## src/rtl/rvvi_trace_pkg.sv

```systemverilog
// Shared types and helpers for the RVVI retirement trace collector.
// Records are carried at the maximum PC width. Narrower harts zero-extend
// the PC, so one FIFO type serves every XLEN.
package rvvi_trace_pkg;

   localparam int XLEN_MAX = 64;
   localparam int ILEN     = 32;
   localparam int ORDW     = 64;
   localparam int MAX_HART = 8;

   typedef struct packed {
      logic [ORDW-1:0]     order;
      logic [XLEN_MAX-1:0] pc;
      logic [ILEN-1:0]     insn;
      logic                trap;
   } trace_rec_t;

   // Returns the first requesting index at or after ptr, wrapping modulo n.
   // If nothing requests, ptr is returned unchanged.
   function automatic logic [2:0] rr_next(input logic [2:0] ptr,
                                          input logic [7:0] req,
                                          input int unsigned n);
      logic [2:0]  res;
      logic        found;
      int unsigned idx;
      res   = ptr;
      found = 1'b0;
      for (int unsigned i = 0; i < 8; i++) begin
         idx = 32'(ptr) + i;
         if (idx >= n) begin
            idx = idx - n;
         end else begin
            idx = idx;
         end
         if ((i < n) && !found && req[idx[2:0]]) begin
            res   = idx[2:0];
            found = 1'b1;
         end else begin
            found = found;
         end
      end
      return res;
   endfunction

endpackage

```

## src/rtl/rvvi_trace_fifo.sv

```systemverilog
// Single-hart synchronous FIFO of trace records.
// A push is accepted when the FIFO is not full, or when it is full and a
// pop happens in the same cycle. The head is read straight from storage,
// so there is no combinational path from the write port to the head.
module rvvi_trace_fifo
   import rvvi_trace_pkg::*;
#(
   parameter int DEPTH = 8
) (
   input  logic       clk,
   input  logic       rst_n,
   input  logic       push,
   input  logic       pop,
   input  trace_rec_t wr_rec,
   output logic       full,
   output logic       empty,
   output trace_rec_t head
);

   localparam int          AW      = $clog2(DEPTH);
   localparam logic [AW:0] PTR_ONE = (AW + 1)'(1);

   trace_rec_t  mem [DEPTH];
   logic [AW:0] wr_ptr_r;
   logic [AW:0] rd_ptr_r;
   logic        do_push_s;
   logic        do_pop_s;

   // Status flags, accepted push/pop, and the head record.
   always_comb begin
      empty     = (wr_ptr_r == rd_ptr_r);
      full      = (wr_ptr_r[AW] != rd_ptr_r[AW]) &&
                  (wr_ptr_r[AW-1:0] == rd_ptr_r[AW-1:0]);
      do_pop_s  = pop && !empty;
      do_push_s = push && (!full || do_pop_s);
      head      = mem[rd_ptr_r[AW-1:0]];
   end

   // Read/write pointers; the extra MSB distinguishes full from empty.
   always_ff @(posedge clk or negedge rst_n) begin
      if (!rst_n) begin
         wr_ptr_r <= '0;
         rd_ptr_r <= '0;
      end else begin
         if (do_push_s) begin
            wr_ptr_r <= wr_ptr_r + PTR_ONE;
         end
         if (do_pop_s) begin
            rd_ptr_r <= rd_ptr_r + PTR_ONE;
         end
      end
   end

   // Record storage. It needs no reset because empty entries are never
   // presented as valid.
   always_ff @(posedge clk) begin
      if (do_push_s) begin
         mem[wr_ptr_r[AW-1:0]] <= wr_rec;
      end
   end

endmodule

```

## src/rtl/rvvi_trace_collector.sv

```systemverilog
// Multi-hart RVVI retirement trace collector.
// Each hart's records go into a private FIFO. The FIFOs are merged
// round-robin into one valid/ready stream. A hart whose FIFO is full loses
// the record, and this is counted in its overflow statistics.
// Optional build macro RVVI_TRACE_ORDER_CHECK_EN adds per-hart order-number
// continuity checking and the order_err output.
module rvvi_trace_collector
   import rvvi_trace_pkg::*;
#(
   parameter  int NHART = 2,
   parameter  int XLEN  = 64,
   parameter  int DEPTH = 8,
   parameter  int CNTW  = 16,
   localparam int HW    = (NHART > 1) ? $clog2(NHART) : 1
) (
   input  logic                  clk,
   input  logic                  rst_n,
   input  logic [NHART-1:0]      ret_valid,
   input  logic [NHART*64-1:0]   ret_order,
   input  logic [NHART*XLEN-1:0] ret_pc,
   input  logic [NHART*32-1:0]   ret_insn,
   input  logic [NHART-1:0]      ret_trap,
   output logic                  out_valid,
   input  logic                  out_ready,
   output logic [HW-1:0]         out_hart,
   output logic [63:0]           out_order,
   output logic [XLEN-1:0]       out_pc,
   output logic [31:0]           out_insn,
   output logic                  out_trap,
   output logic [NHART-1:0]      ovf_sticky,
   output logic [NHART*CNTW-1:0] drop_cnt,
   input  logic                  clr_stats
`ifdef RVVI_TRACE_ORDER_CHECK_EN
   ,
   output logic [NHART-1:0]      order_err
`endif
);

   localparam logic [HW-1:0]   LAST_HART = HW'(NHART - 1);
   localparam logic [HW-1:0]   HART_ONE  = HW'(1);
   localparam logic [CNTW-1:0] CNT_MAX   = {CNTW{1'b1}};
   localparam logic [CNTW-1:0] CNT_ONE   = CNTW'(1);

   logic [NHART-1:0]      full_s;
   logic [NHART-1:0]      empty_s;
   logic [NHART-1:0]      pop_s;
   logic [NHART-1:0]      push_s;
   logic [NHART-1:0]      drop_s;
   trace_rec_t            head_s   [NHART];
   trace_rec_t            wr_rec_s [NHART];
   logic [7:0]            req_s;
   logic                  any_s;
   logic                  hs_s;
   logic [HW-1:0]         grant_s;
   trace_rec_t            out_rec_s;
   logic [HW-1:0]         grant_r;
   logic [HW-1:0]         rr_ptr_r;
   logic                  lock_r;
   logic [NHART-1:0]      ovf_sticky_r;
   logic [NHART*CNTW-1:0] drop_cnt_r;

   // One FIFO per hart, fed by that hart's retire slice.
   for (genvar g = 0; g < NHART; g++) begin : g_hart
      assign wr_rec_s[g] = '{order: ret_order[g*64 +: 64],
                             pc:    64'(ret_pc[g*XLEN +: XLEN]),
                             insn:  ret_insn[g*32 +: 32],
                             trap:  ret_trap[g]};

      rvvi_trace_fifo #(
         .DEPTH (DEPTH)
      ) u_fifo (
         .clk    (clk),
         .rst_n  (rst_n),
         .push   (push_s[g]),
         .pop    (pop_s[g]),
         .wr_rec (wr_rec_s[g]),
         .full   (full_s[g]),
         .empty  (empty_s[g]),
         .head   (head_s[g])
      );
   end

   // Grant selection (held while locked), handshake, and per-hart push/pop/drop.
   always_comb begin
      req_s              = 8'd0;
      req_s[NHART-1:0]   = ~empty_s;
      any_s              = |(~empty_s);
      if (lock_r) begin
         grant_s = grant_r;
      end else begin
         grant_s = HW'(rr_next(3'(rr_ptr_r), req_s, NHART));
      end
      hs_s      = any_s && out_ready;
      out_rec_s = head_s[grant_s];
      pop_s     = '0;
      push_s    = '0;
      drop_s    = '0;
      for (int h = 0; h < NHART; h++) begin
         pop_s[h]  = hs_s && (grant_s == HW'(h));
         push_s[h] = ret_valid[h] && (!full_s[h] || pop_s[h]);
         drop_s[h] = ret_valid[h] && full_s[h] && !pop_s[h];
      end
   end

   // Arbitration state: the round-robin pointer advances past the served
   // hart on each handshake. The lock freezes the grant while the sampler
   // stalls a presented record.
   always_ff @(posedge clk or negedge rst_n) begin
      if (!rst_n) begin
         rr_ptr_r <= '0;
         grant_r  <= '0;
         lock_r   <= 1'b0;
      end else begin
         grant_r <= grant_s;
         lock_r  <= any_s && !out_ready;
         if (hs_s) begin
            rr_ptr_r <= (grant_s == LAST_HART) ? '0 : (grant_s + HART_ONE);
         end else begin
            rr_ptr_r <= rr_ptr_r;
         end
      end
   end

   // Overflow statistics. A drop in the same cycle as a clear wins, so the
   // counter restarts at one instead of zero.
   always_ff @(posedge clk or negedge rst_n) begin
      if (!rst_n) begin
         ovf_sticky_r <= '0;
         drop_cnt_r   <= '0;
      end else begin
         for (int h = 0; h < NHART; h++) begin
            if (drop_s[h]) begin
               ovf_sticky_r[h] <= 1'b1;
               if (clr_stats) begin
                  drop_cnt_r[h*CNTW +: CNTW] <= CNT_ONE;
               end else if (drop_cnt_r[h*CNTW +: CNTW] != CNT_MAX) begin
                  drop_cnt_r[h*CNTW +: CNTW] <= drop_cnt_r[h*CNTW +: CNTW] + CNT_ONE;
               end else begin
                  drop_cnt_r[h*CNTW +: CNTW] <= CNT_MAX;
               end
            end else if (clr_stats) begin
               ovf_sticky_r[h]            <= 1'b0;
               drop_cnt_r[h*CNTW +: CNTW] <= '0;
            end else begin
               ovf_sticky_r[h] <= ovf_sticky_r[h];
            end
         end
      end
   end

`ifdef RVVI_TRACE_ORDER_CHECK_EN
   logic [NHART-1:0][63:0] last_order_r;
   logic [NHART-1:0]       seen_r;
   logic [NHART-1:0]       order_err_r;

   // Order continuity: every retire strobe, including dropped ones, moves
   // the expected order forward. Only accepted pushes can flag an error.
   always_ff @(posedge clk or negedge rst_n) begin
      if (!rst_n) begin
         last_order_r <= '0;
         seen_r       <= '0;
         order_err_r  <= '0;
      end else begin
         for (int h = 0; h < NHART; h++) begin
            if (ret_valid[h]) begin
               last_order_r[h] <= ret_order[h*64 +: 64];
               seen_r[h]       <= 1'b1;
            end
            if (push_s[h] && seen_r[h] &&
                (ret_order[h*64 +: 64] != (last_order_r[h] + 64'd1))) begin
               order_err_r[h] <= 1'b1;
            end else if (clr_stats) begin
               order_err_r[h] <= 1'b0;
            end else begin
               order_err_r[h] <= order_err_r[h];
            end
         end
      end
   end

   assign order_err = order_err_r;
`endif

   // The merged stream reads from FIFO storage only. Data is zeroed while
   // no record is presented.
   assign out_valid  = any_s;
   assign out_hart   = any_s ? grant_s               : {HW{1'b0}};
   assign out_order  = any_s ? out_rec_s.order       : 64'd0;
   assign out_pc     = any_s ? out_rec_s.pc[XLEN-1:0] : {XLEN{1'b0}};
   assign out_insn   = any_s ? out_rec_s.insn        : 32'd0;
   assign out_trap   = any_s ? out_rec_s.trap        : 1'b0;
   assign ovf_sticky = ovf_sticky_r;
   assign drop_cnt   = drop_cnt_r;

endmodule

```

## config.mk

```make
export PLATFORM = sky130hd
export DESIGN_NAME = rvvi_trace_collector
export DESIGN_NICKNAME = d
export VERILOG_FILES = /design/src/rtl/rvvi_trace_pkg.sv /design/src/rtl/rvvi_trace_fifo.sv /design/src/rtl/rvvi_trace_collector.sv
export SDC_FILE = /design/constraint.sdc
export NUM_CORES = 2
export LEC_CHECK = 0
export CAP_MARGIN = 20
export CORE_MARGIN = 3
export CORE_UTILIZATION = 60
export CTS_CLUSTER_DIAMETER = 200
export DETAILED_ROUTE_END_ITERATION = 6
export PLACE_DENSITY = 0.8
export SYNTH_ARGS = -nofsm -noshare
export SYNTH_HDL_FRONTEND = slang
export SYNTH_HIERARCHICAL = 1
export SYNTH_SLANG_ARGS = --single-unit
```

## constraint.sdc

```tcl
create_clock -name clk -period 55.6 [get_ports clk]
set_clock_uncertainty 0.2 [all_clocks]
set_input_delay 11.12 -clock clk [delete_from_list [all_inputs] [get_ports clk]]
set_output_delay 11.12 -clock clk [all_outputs]
set_load 0.005 [all_outputs]
```

==> report_table.html <==
<table>
<tr><th>Metric</th><th>Value</th></tr>
<tr><th colspan="2">Global route</th></tr>
<tr><td>Remaining global-route overflow</td><td>0</td></tr>
<tr><td>Global-route wire length before repair</td><td>358000 um</td></tr>
<tr><td>Overall track demand over capacity in global routing</td><td>28.3%</td></tr>
<tr><td>Number of antenna violations at the first check in global routing</td><td>90</td></tr>
<tr><td>Number of global-route vias before repair</td><td>51900</td></tr>
<tr><td>Pin count of the biggest net entering global routing</td><td>147</td></tr>
<tr><th colspan="2">Setup path</th></tr>
<tr><td>Cell type of the slowest stage on the worst timing path</td><td>dfrtp_4</td></tr>
<tr><td>Cell family with the largest share of critical-path delay</td><td>buffers and inverters</td></tr>
<tr><td>CP bufs+invs</td><td>3</td></tr>
<tr><td>Crit Path Max Fanout</td><td>62</td></tr>
<tr><td>Launch instance of the worst register-to-register path</td><td>g_hart[0].u_fifo/rd_ptr_r[1]</td></tr>
<tr><td>Type of element launching the critical path</td><td>flop</td></tr>
<tr><td>Type of destination of the critical path</td><td>output port</td></tr>
<tr><td>Endpoint required time on the critical path</td><td>44.28 ns</td></tr>
<tr><td>Worst-path cell chain</td><td>xnor2_1 &gt; nand3_1 &gt; nor2_1 &gt; a21boi_1 &gt; o31a_2 &gt; inv_6 &gt; buf_4 &gt; nand2_1 &gt; a21oi_1 &gt; clkdlybuf4s50_1</td></tr>
<tr><td>Crit path kind</td><td>reg -&gt; out</td></tr>
<tr><td>CP startpoint</td><td>g_hart[0].u_fifo/rd_ptr_r[1]</td></tr>
<tr><td>Arrival time at the worst endpoint</td><td>6.36 ns</td></tr>
<tr><td>Critical Path Max Stage Delay</td><td>1.06 ns</td></tr>
<tr><td>Setup slack, reg-to-reg</td><td>48.90 ns</td></tr>
<tr><th colspan="2">Finish</th></tr>
<tr><td>Final cell utilization of the core</td><td>70.1%</td></tr>
<tr><td>Most frequent standard cell in the layout excluding fill and tap cells</td><td>edfxtp_1</td></tr>
<tr><td>Final std cells w/o fill</td><td>7694</td></tr>
<tr><td>Nets</td><td>5580</td></tr>
<tr><td>Layout cells sized above 1</td><td>26.4%</td></tr>
<tr><td>Area Overhead vs Synth</td><td>15.4%</td></tr>
<tr><td>Layout fillers</td><td>9543</td></tr>
<tr><td>Commonest cells after routing, fill and taps aside</td><td>2576 x edfxtp_1, 644 x mux4_2, 523 x clkdlybuf4s50_1</td></tr>
<tr><th colspan="2">Yosys</th></tr>
<tr><td>Mean instance size in the synthesized netlist</td><td>22.2 um^2</td></tr>
<tr><td>Flip-flop cell with the highest count after synthesis</td><td>edfxtp_1</td></tr>
<tr><td>Sequential element share of the synthesized area</td><td>77.0%</td></tr>
<tr><td>Count of different cell masters after synthesis</td><td>72</td></tr>
<tr><td>Combined area of all synthesized cells</td><td>102000 um^2</td></tr>
<tr><td>Number of nets in the synthesized netlist</td><td>4939</td></tr>
<tr><td>Flop and latch count out of synthesis</td><td>2629</td></tr>
<tr><td>Cell count after synthesis</td><td>4605</td></tr>
<tr><td>Number of enable flip-flop cells after synthesis</td><td>2576</td></tr>
<tr><td>Number of warnings reported in the yosys synthesis log</td><td>6</td></tr>
<tr><td>Share of synthesized flip-flops with an asynchronous set or reset</td><td>2.02%</td></tr>
<tr><th colspan="2">Timing</th></tr>
<tr><td>Hold Fails Final Rpt</td><td>0</td></tr>
<tr><td>Total negative setup slack</td><td>0 ns</td></tr>
<tr><td>Final setup violation count</td><td>0</td></tr>
<tr><td>Slew Limit Headroom</td><td>25.0%</td></tr>
<tr><td>Hold Worst Slack</td><td>0.278 ns</td></tr>
<tr><td>Unrepaired setup endpoints after global routing</td><td>no</td></tr>
<tr><td>Clock period minus worst slack</td><td>17.68 ns</td></tr>
<tr><td>Final-report max-slew violation count</td><td>0</td></tr>
<tr><td>Transition time of the tightest slew-check pin</td><td>1.12 ns</td></tr>
<tr><td>Max Clk Rate</td><td>56.6 MHz</td></tr>
<tr><td>Final period util</td><td>31.8%</td></tr>
<tr><th colspan="2">Clocking</th></tr>
<tr><td>Cell at the root of the clock tree</td><td>clkbuf_16</td></tr>
<tr><td>Clock net sink count</td><td>2629</td></tr>
<tr><td>TritonCTS buffer count</td><td>276</td></tr>
<tr><td>Maximum clock insertion buffer count</td><td>4</td></tr>
<tr><td>Buffers inserted during post-CTS setup optimization</td><td>0</td></tr>
<tr><td>CTS H-tree lvls</td><td>5</td></tr>
<tr><td>Register clock-pin slew on the reported worst setup and hold paths</td><td>0.06 ns</td></tr>
<tr><td>TritonCTS clock tree</td><td>yes</td></tr>
<tr><td>Post-cts hold buffer count</td><td>0</td></tr>
<tr><td>Clk Latency, worst-skew pair</td><td>0.90 ns</td></tr>
<tr><td>Number of gates resized after cts</td><td>0</td></tr>
<tr><th colspan="2">Power</th></tr>
<tr><td>Static Leakage</td><td>37.4 nW</td></tr>
<tr><td>P per Cell Area</td><td>54.9 nW/um^2</td></tr>
<tr><td>Peak VDD IR</td><td>0.0000445 V</td></tr>
<tr><th colspan="2">Die</th></tr>
<tr><td>Starting Density</td><td>60.7%</td></tr>
<tr><td>Die area</td><td>175000 um^2</td></tr>
<tr><td>Num ports</td><td>525</td></tr>
<tr><td>Horizontal die dimension</td><td>419 um</td></tr>
<tr><td>Die height</td><td>419 um</td></tr>
<tr><td>Core Region</td><td>168000 um^2</td></tr>
<tr><td>Row cnt</td><td>150</td></tr>
<tr><th colspan="2">Drt</th></tr>
<tr><td>Average vias per placed instance</td><td>6.56</td></tr>
<tr><td>First-pass detailed-route iteration total</td><td>7</td></tr>
<tr><td>Overall routed net length</td><td>244000 um</td></tr>
<tr><td>Number of routed nets with antenna violations</td><td>0</td></tr>
<tr><td>DR vias</td><td>50400</td></tr>
<tr><td>Wirelength per Cell</td><td>31.7 um</td></tr>
<tr><td>DRC viols</td><td>0</td></tr>
<tr><td>DR iter-0 viols</td><td>6388</td></tr>
<tr><th colspan="2">Min path</th></tr>
<tr><td>Path class of the lowest-slack min-delay path</td><td>reg -&gt; reg</td></tr>
<tr><td>Startpoint of the tightest hold check path</td><td>ovf_sticky[1]</td></tr>
<tr><th colspan="2">Flow run</th></tr>
<tr><td>Max-cap viol count</td><td>0</td></tr>
<tr><th colspan="2">Placed design</th></tr>
<tr><td>Inst Count DP</td><td>7172</td></tr>
<tr><td>Gp weighted congestion</td><td>0.827</td></tr>
<tr><td>Half-perimeter wire length after detailed placement</td><td>137000 um</td></tr>
<tr><td>PortBufs</td><td>524</td></tr>
<tr><th colspan="2">Run status</th></tr>
<tr><td>Outcome</td><td>completed</td></tr>
</table>
[routing by layer]
layer / GRT usage [%] / vias up / routed length, um
li1: - / 20500 / -
met1: 36.8 / 26400 / 86200
met2: 45.7 / 2883 / 124000
met3: 5.22 / 565 / 19300
met4: 16.0 / 16 / 14200
met5: 0 / - / 115
[stage by stage]
stage               setup slack (ns)  power [mW]  instance area, um^2
floorplan                      25.90        4.10               102000
global placement               38.80        4.76               110000
detailed placement             38.81        4.80               110000
CTS                            37.73        6.52               118000
global route                   37.62        6.71               118000
finish                         37.92        6.47               118000
[worst register-to-register path, delay by kind of cell (launching register included)]
family                 cells  cell delay (ns)
XOR/XNOR                   1             0.22
buffers and inverters      4             2.15
flip-flops                 1             1.06
AND/OR/NAND/NOR            7             2.61
[cell type report]
class	instances	area [um^2]	area share [%]
repair buffers	615	6060	5.14
multi-input cells	1711	22000	18.6
clock buffers	359	7390	6.27
well taps	2204	2760	2.34
diodes	71	178	0.151
flip-flops and latches	2629	78700	66.8
inverters	13	53.8	0.0457
clock inverters	92	713	0.605
[cell usage after synthesis, types with 3 or more instances]
library cell / count / area (um^2)
a211oi_1: 6 / 45.0
a21oi_1: 173 / 866
a311oi_1: 6 / 52.6
a31oi_1: 8 / 50.1
and2_1: 3 / 18.8
and3_1: 9 / 56.3
buf_1: 15 / 56.3
buf_2: 76 / 380
buf_4: 4 / 30.0
buf_6: 60 / 676
clkbuf_1: 94 / 353
dfrtp_1: 53 / 1330
edfxtp_1: 2576 / 77400
ha_1: 6 / 75.1
inv_1: 9 / 33.8
mux2_2: 324 / 3650
mux4_2: 644 / 14500
nand2_1: 345 / 1290
nand2b_1: 4 / 25.0
nand3_1: 16 / 80.1
nand4_1: 12 / 75.1
nor2_1: 33 / 124
nor3_1: 23 / 115
nor4_1: 14 / 87.6
o211a_1: 3 / 30.0
o211ai_1: 3 / 22.5
o21ai_0: 5 / 25.0
o311ai_1: 4 / 35.0
o31ai_1: 4 / 30.0
xnor2_1: 16 / 140
[cell families (layout without fill, tap and decap cells)]
| logic type | count (synthesis) | count (layout) | share of synthesized area (%) |
|---|---|---|---|
| flip-flops | 2629 | 2629 | 77.0 |
| multiplexers | 972 | 972 | 17.8 |
| AND/OR/NAND/NOR | 477 | 477 | 2.01 |
| buffers and inverters | 265 | 1079 | 1.55 |
| AO/OA/AOI/OAI | 238 | 238 | 1.36 |
| XOR/XNOR | 18 | 18 | 0.154 |
| adder cells (fa/ha/maj) | 6 | 6 | 0.0735 |
| other | 0 | 71 | 0 |
[state kept, by name (all words and copies together) (netlist names)]
| name | cells |
|---|---|
| drop_cnt | 32 |
| g_hart.u_fifo/mem | 2576 |
| g_hart.u_fifo/rd_ptr_r | 8 |
| g_hart.u_fifo/wr_ptr_r | 8 |
| grant_r | 1 |
| lock_r | 1 |
| ovf_sticky | 2 |
| rr_ptr_r | 1 |
[power by group]
group | leakage, nW | internal [mW] | switching (mW)
clock network | 3.94 | 0.980 | 0.709
registers | 24.1 | 2.51 | 0.114
logic | 9.43 | 1.02 | 1.13
[worst paths after layout]
check / cells after the start / to
worst min register to register: 1 / ovf_sticky[1]
max in group asynchronous: 2 / g_hart[0].u_fifo/rd_ptr_r[2]
min in group asynchronous: 2 / drop_cnt[29]
worst max register to register: 12 / g_hart[0].u_fifo/mem[1][87]
worst max-delay path: 10 / out_order[56]
worst min-delay path: 1 / ovf_sticky[1]
(Power assumes the default switching activity.)
